$ cat config.mk
export PLATFORM = sky130hd
export DESIGN_NAME = pwm_status_tx
export DESIGN_NICKNAME = d
export VERILOG_FILES = /design/src/rtl/pwm_status_tx.sv
export SDC_FILE = /design/constraint.sdc
export NUM_CORES = 1
export LEC_CHECK = 0
export ABC_AREA = 1
export BUFFER_PORTS_ARGS = -buffer_cell sky130_fd_sc_hd__buf_2
export CAP_MARGIN = 0
export CORE_MARGIN = 2
export CORE_UTILIZATION = 53
export CTS_BUF_LIST = sky130_fd_sc_hd__clkbuf_2 sky130_fd_sc_hd__clkbuf_4 sky130_fd_sc_hd__clkbuf_8
export CTS_CLUSTER_DIAMETER = 40
export DETAILED_ROUTE_END_ITERATION = 7
export PLACE_DENSITY = 0.83
export SLEW_MARGIN = 40
export SYNTH_ARGS = -nofsm -noshare
export SYNTH_HDL_FRONTEND = slang
export SYNTH_SLANG_ARGS = --single-unit
$ cat constraint.sdc
create_clock -name clk -period 3.98 [get_ports clk]
set_input_delay 0.199 -clock clk [delete_from_list [all_inputs] [get_ports clk]]
set_output_delay 0.199 -clock clk [all_outputs]
set_load 0.005 [all_outputs]
$ cat src/rtl/pwm_status_tx.sv
// Snapshots live per-channel PWM settings and streams them back to the host
// as 5-word status frames (one per channel) on the UDP transmit AXI-Stream.
module pwm_status_tx #(
  parameter int unsigned PWM_NUM          = 5,
  parameter logic [7:0]  ID_PWM_STATUS    = 8'd1,
  parameter int unsigned CLK_FREQ         = 100000000,
  parameter int unsigned REPORT_PERIOD_US = 1000
) (
  input  logic                   clk,
  input  logic                   rst,
  input  logic [PWM_NUM*32-1:0]  pwm_frequency,
  input  logic [PWM_NUM*7-1:0]   pwm_duty,
  input  logic [PWM_NUM-1:0]     pwm_en,
  input  logic                   report_req,
  output logic [31:0]            tx_axis_udp_tdata,
  output logic                   tx_axis_udp_tvalid,
  input  logic                   tx_axis_udp_tready,
  output logic                   tx_axis_udp_tlast,
  output logic [7:0]             tx_axis_udp_tuser,
  output logic                   busy
);

  localparam int unsigned CYC_PER_US = CLK_FREQ / 32'd1000000;
  localparam int unsigned TC = (REPORT_PERIOD_US == 0) ? 32'd0
                             : CYC_PER_US * REPORT_PERIOD_US - 32'd1;

  typedef enum logic [2:0] {S_IDLE, S_LOAD, S_SEND, S_NEXT, S_DONE} state_t;

  state_t      state_q, state_d;
  logic [31:0] tmr_q, tmr_d;
  logic [7:0]  ch_q, ch_d;
  logic [2:0]  w_q, w_d;
  logic [31:0] freq_q, freq_d;
  logic [6:0]  duty_q, duty_d;
  logic        en_q, en_d;
  logic        pend_q, pend_d;
  logic        retrig_q, retrig_d;
  logic [31:0] tdata_q, tdata_d;
  logic        tvalid_q, tvalid_d;
  logic        tlast_q, tlast_d;
  logic [7:0]  tuser_q, tuser_d;
  logic        busy_q, busy_d;

  logic        tick, trig;
  logic [31:0] ld_freq;
  logic [6:0]  ld_duty;
  logic        ld_en;
  logic [2:0]  w_nx;

  function automatic logic [31:0] word_of(input logic [2:0] w, input logic [7:0] ch,
                                          input logic [31:0] f, input logic [6:0] d,
                                          input logic e);
    case (w)
      3'd0:    word_of = {24'b0, ch};
      3'd1:    word_of = f;
      3'd2:    word_of = {25'b0, d};
      3'd3:    word_of = 32'b0;
      default: word_of = {31'b0, e};
    endcase
  endfunction

  // Free-running report timer; never stalled by bursts or backpressure.
  always_comb begin
    tick  = (REPORT_PERIOD_US != 0) && (tmr_q == TC);
    tmr_d = (REPORT_PERIOD_US == 0 || tick) ? 32'd0 : tmr_q + 32'd1;
    trig  = tick | report_req;
  end

  always_comb begin
    ld_freq = '0;
    ld_duty = '0;
    ld_en   = 1'b0;
    for (int i = 0; i < PWM_NUM; i++) begin
      if (ch_q == 8'(i)) begin
        ld_freq = pwm_frequency[32*i +: 32];
        ld_duty = pwm_duty[7*i +: 7];
        ld_en   = pwm_en[i];
      end
    end
    if (ld_duty > 7'd100) ld_duty = 7'd100;
  end

  always_comb begin
    state_d  = state_q;
    ch_d     = ch_q;
    w_d      = w_q;
    freq_d   = freq_q;
    duty_d   = duty_q;
    en_d     = en_q;
    pend_d   = pend_q;
    retrig_d = retrig_q;
    tdata_d  = tdata_q;
    tvalid_d = tvalid_q;
    tlast_d  = tlast_q;
    tuser_d  = tuser_q;
    busy_d   = busy_q;
    w_nx     = w_q + 3'd1;

    // Triggers arriving mid-burst collapse into a single pending burst.
    if (trig && state_q != S_IDLE && state_q != S_DONE) pend_d = 1'b1;

    case (state_q)
      S_IDLE: begin
        retrig_d = 1'b0;
        if (trig || retrig_q) begin
          state_d = S_LOAD;
          ch_d    = 8'd0;
        end
      end
      S_LOAD: begin
        freq_d   = ld_freq;
        duty_d   = ld_duty;
        en_d     = ld_en;
        w_d      = 3'd0;
        busy_d   = 1'b1;
        tvalid_d = 1'b1;
        tdata_d  = word_of(3'd0, ch_q, ld_freq, ld_duty, ld_en);
        tlast_d  = 1'b0;
        tuser_d  = ID_PWM_STATUS;
        state_d  = S_SEND;
      end
      S_SEND: begin
        if (tvalid_q && tx_axis_udp_tready) begin
          if (w_q == 3'd4) begin
            tvalid_d = 1'b0;
            tdata_d  = '0;
            tlast_d  = 1'b0;
            tuser_d  = '0;
            state_d  = S_NEXT;
          end else begin
            w_d     = w_nx;
            tdata_d = word_of(w_nx, ch_q, freq_q, duty_q, en_q);
            tlast_d = (w_nx == 3'd4);
          end
        end
      end
      S_NEXT: begin
        if (ch_q == 8'(PWM_NUM - 1)) begin
          state_d = S_DONE;
        end else begin
          ch_d    = ch_q + 8'd1;
          state_d = S_LOAD;
        end
      end
      S_DONE: begin
        busy_d   = 1'b0;
        retrig_d = pend_q | trig;
        pend_d   = 1'b0;
        state_d  = S_IDLE;
      end
      default: state_d = S_IDLE;
    endcase
  end

  always_ff @(posedge clk or posedge rst) begin
    if (rst) begin
      state_q  <= S_IDLE;
      tmr_q    <= '0;
      ch_q     <= '0;
      w_q      <= '0;
      freq_q   <= '0;
      duty_q   <= '0;
      en_q     <= 1'b0;
      pend_q   <= 1'b0;
      retrig_q <= 1'b0;
      tdata_q  <= '0;
      tvalid_q <= 1'b0;
      tlast_q  <= 1'b0;
      tuser_q  <= '0;
      busy_q   <= 1'b0;
    end else begin
      state_q  <= state_d;
      tmr_q    <= tmr_d;
      ch_q     <= ch_d;
      w_q      <= w_d;
      freq_q   <= freq_d;
      duty_q   <= duty_d;
      en_q     <= en_d;
      pend_q   <= pend_d;
      retrig_q <= retrig_d;
      tdata_q  <= tdata_d;
      tvalid_q <= tvalid_d;
      tlast_q  <= tlast_d;
      tuser_q  <= tuser_d;
      busy_q   <= busy_d;
    end
  end

  assign tx_axis_udp_tdata  = tdata_q;
  assign tx_axis_udp_tvalid = tvalid_q;
  assign tx_axis_udp_tlast  = tlast_q;
  assign tx_axis_udp_tuser  = tuser_q;
  assign busy               = busy_q;

endmodule
==> flow_summary.json <==
{
  "outcome": "complete, no violations",
  "combPwrFrac_pct": 46.1,
  "ant_nets": 0,
  "period_share_pct": 70.3,
  "ys.warnings.count": 0,
  "synth_largest_area_cell": "dfrtp_1",
  "skew_ns": 0.0123,
  "place.gp.congestion": 0.940,
  "path_clk_slew_ns": 0.07,
  "clk_latency_ns": 0.45,
  "die_h_um": 124,
  "tns_ns": 0,
  "grt_max_degree": 71,
  "postCtsHoldBufs": 6,
  "core_sq_mm": 0.0140,
  "synth.area.top_cells": "dfrtp_1, nand2_1, nand3_1",
  "grt_pass1_wl_mm": 39.0,
  "syn_to_final_growth_pct": 21.7,
  "multiInputGateArea_sq_mm": 0.00391,
  "switching_power_mw": 2.38,
  "antenna_found_initial": 2,
  "synth-main-ff-cell": "dfrtp_1",
  "critPathRequiredTime_ns": 4.37,
  "synth.most_common_cell": "nand2_1",
  "p_per_area_mw_per_mm2": 585,
  "initial_core_util_pct": 54.7,
  "seq_area_sq_mm": 0.00308,
  "hold_violations": 0,
  "crit_path_start_kind": "register",
  "cts_setup_buffers": 0,
  "clkSinkCount": 123,
  "io_pins": 247,
  "yosysUniqueCellTypes": 51,
  "tightest_slew_ns": 0.817,
  "cts_buffers": 17,
  "p_seq_share_pct": 33.9,
  "die_x_um": 124,
  "syn_inst": 1049,
  "drive_gt1_share_pct": 24.7,
  "rsz0062_at_grt": "false",
  "overflow": 0,
  "nNetsFinal": 1484,
  "post_cts_resized": 0,
  "ys_seq_area_share_pct": 40.2,
  "vdd_drop_max_v": 0.000385,
  "avgSynthCellArea_sq_um": 7.30,
  "maxCapViolations": 0,
  "synth-edff-count": 0,
  "slew_viol_final": 0,
  "period_needed_ns": 2.80,
  "num_rows": 43,
  "clkPwrFrac_pct": 20.1,
  "r2r_setup_slack_ns": 1.18,
  "root_buffer": "clkbuf_8",
  "vias": 8168,
  "synth_top_area_share_pct": 40.2,
  "p_sw_share_pct": 43.7,
  "cp-end-kind": "register",
  "ys_top_cells_by_count": "nand2_1, dfrtp_1, nand3_1",
  "ys_ff_latch": 123,
  "vias_per_cell": 5.58,
  "dr.pass1.iters": 6,
  "first_global_vias": 7612,
  "wl_mm": 25.4,
  "nFillCells": 1261,
  "fmax_mhz": 358,
  "place_hpwl_mm": 19.4,
  "io_buffers": 239,
  "r2r_start": "ch_q[0]$_DFFE_PP0P_",
  "synth_area_sq_mm": 0.00765,
  "crit_start": "ch_q[0]$_DFFE_PP0P_",
  "final_util_pct": 66.6,
  "power.leakage_nw": 4.82,
  "cts_tree": "yes",
  "arrival_ns": 3.19,
  "track_usage_pct": 33.3,
  "crit_fanout": 48,
  "wl_per_cell_um": 17.3,
  "hp-class": "input pin to register",
  "synth-async-reset-ratio_pct": 100,
  "drc": 0,
  "internal-power_mw": 3.07,
  "clk_path_buf_depth": 2,
  "drt_iter0_drc": 806,
  "setup_violations": 0,
  "min_from": "pwm_frequency[150]",
  "maxSlewHeadroom_pct": 45.5,
  "ctsHtreeMaxLevel": 4,
  "dieArea_sq_mm": 0.0154,
  "crit_type": "register to register"
}
==> registers in the layout, summed over array words and instances, names as in the netlist <==
register / cells
freq_q: 32
tmr_q: 32
tx_axis_udp_tdata: 32
ch_q: 8
duty_q: 7
state_q: 3
w_q: 3
busy: 1
en_q: 1
pend_q: 1
retrig_q: 1
tx_axis_udp_tlast: 1
tx_axis_udp_tuser: 1
==> cells in the final DEF (no fill, tap or decap), drive strengths merged, types with 12 or more instances in the layout <==
cell type | synthesis | final
nor3 | 17 | 17
nor2 | 78 | 78
dfrtp | 123 | 123
inv | 95 | 94
nand4 | 12 | 12
xor2 | 12 | 12
clkbuf | 20 | 20
o21ai | 105 | 105
a21oi | 78 | 78
ha | 12 | 12
nand3 | 94 | 94
o211ai | 20 | 20
nand2 | 286 | 286
buf | 41 | 249
==> worst max-delay path: stages, from the launching register on <==
cell and delay [ns]:
dfrtp_1 0.47, inv_1 0.15, ha_1 0.22, nand2_1 0.07
nor2_2 0.04, buf_4 0.22, inv_2 0.58, buf_4 0.31
nand3_1 0.09, nand3_1 0.07, nand3_1 0.11, a21oi_1 0.13
nand2_1 0.08, nand2_2 0.08, nand2_1 0.05, nand2_1 0.05
==> per-stage QoR <==
| stage | total power, mW | cells | worst slack [ns] | hold WS [ns] | instance area, sq um |
|---|---|---|---|---|---|
| final | 5.45 | 1464 | 1.18 | 0.0164 | 9320 |
| after global routing | 5.85 | 1463 | 0.947 | 0.0193 | 9310 |
| after CTS | 5.42 | 1461 | 1.26 | 0.00715 | 9310 |
| after detailed placement | 4.32 | 1423 | 1.27 | 0.335 | 8860 |
| after global placement | 4.22 | 1422 | 1.23 | 0.429 | 8830 |
| after floorplan | 3.54 | 1055 | 0.510 | 0.353 | 7680 |
==> kinds of logic after synthesis <==
kind of cell | Yosys count | share of synthesized area [%]
compound gates | 239 | 17.7
xor+xnor | 13 | 1.49
fa+ha+maj | 12 | 1.96
buf+inv | 156 | 9.23
flops | 123 | 40.2
other cells | 1 | 0.0490
simple gates | 505 | 29.3
==> path summary, 6_finish.rpt <==
kind	endpoint	cells after the start
setup / recovery	duty_q[0]$_DFFE_PP0P_	15
hold / removal	freq_q[22]$_DFFE_PP0P_	3
setup reg to reg	duty_q[0]$_DFFE_PP0P_	15
hold reg to reg	tx_axis_udp_tdata[17]$_DFFE_PP0P_	2
max in group asynchronous	freq_q[6]$_DFFE_PP0P_	4
min in group asynchronous	tmr_q[2]$_DFF_PP0_	3
==> power groups by stage <==
stage          Clock [mW]  Combinational, mW  Sequential (mW)
6_report             1.09               2.51             1.85
5_1_grt              1.16               2.81             1.88
4_1_cts              1.10               2.48             1.84
3_5_place_dp            0               2.46             1.86
3_3_place_gp            0               2.38             1.85
2_1_floorplan           0               1.74             1.81
==> routing by layer <==
metal | part of all wire [%] | up-vias | global-route usage (%)
met3 | 6.8 | 65 | 5.72
met2 | 49 | 395 | 55.8
li1 | - | 3931 | -
met4 | 3.4 | 0 | 12.6
met1 | 41 | 3777 | 43.2
met5 | 0 | - | 0
==> cell type report <==
class	count	share of cell area (%)
multi-input combinational	776	42.0
timing repair buffer	255	14.4
clock buffer	20	2.89
antenna	3	0.0806
tap	180	2.42
sequential	123	33.0
inverter	95	3.88
clock inverter	12	1.32
No activity file was read; power rests on OpenSTA's default activity.
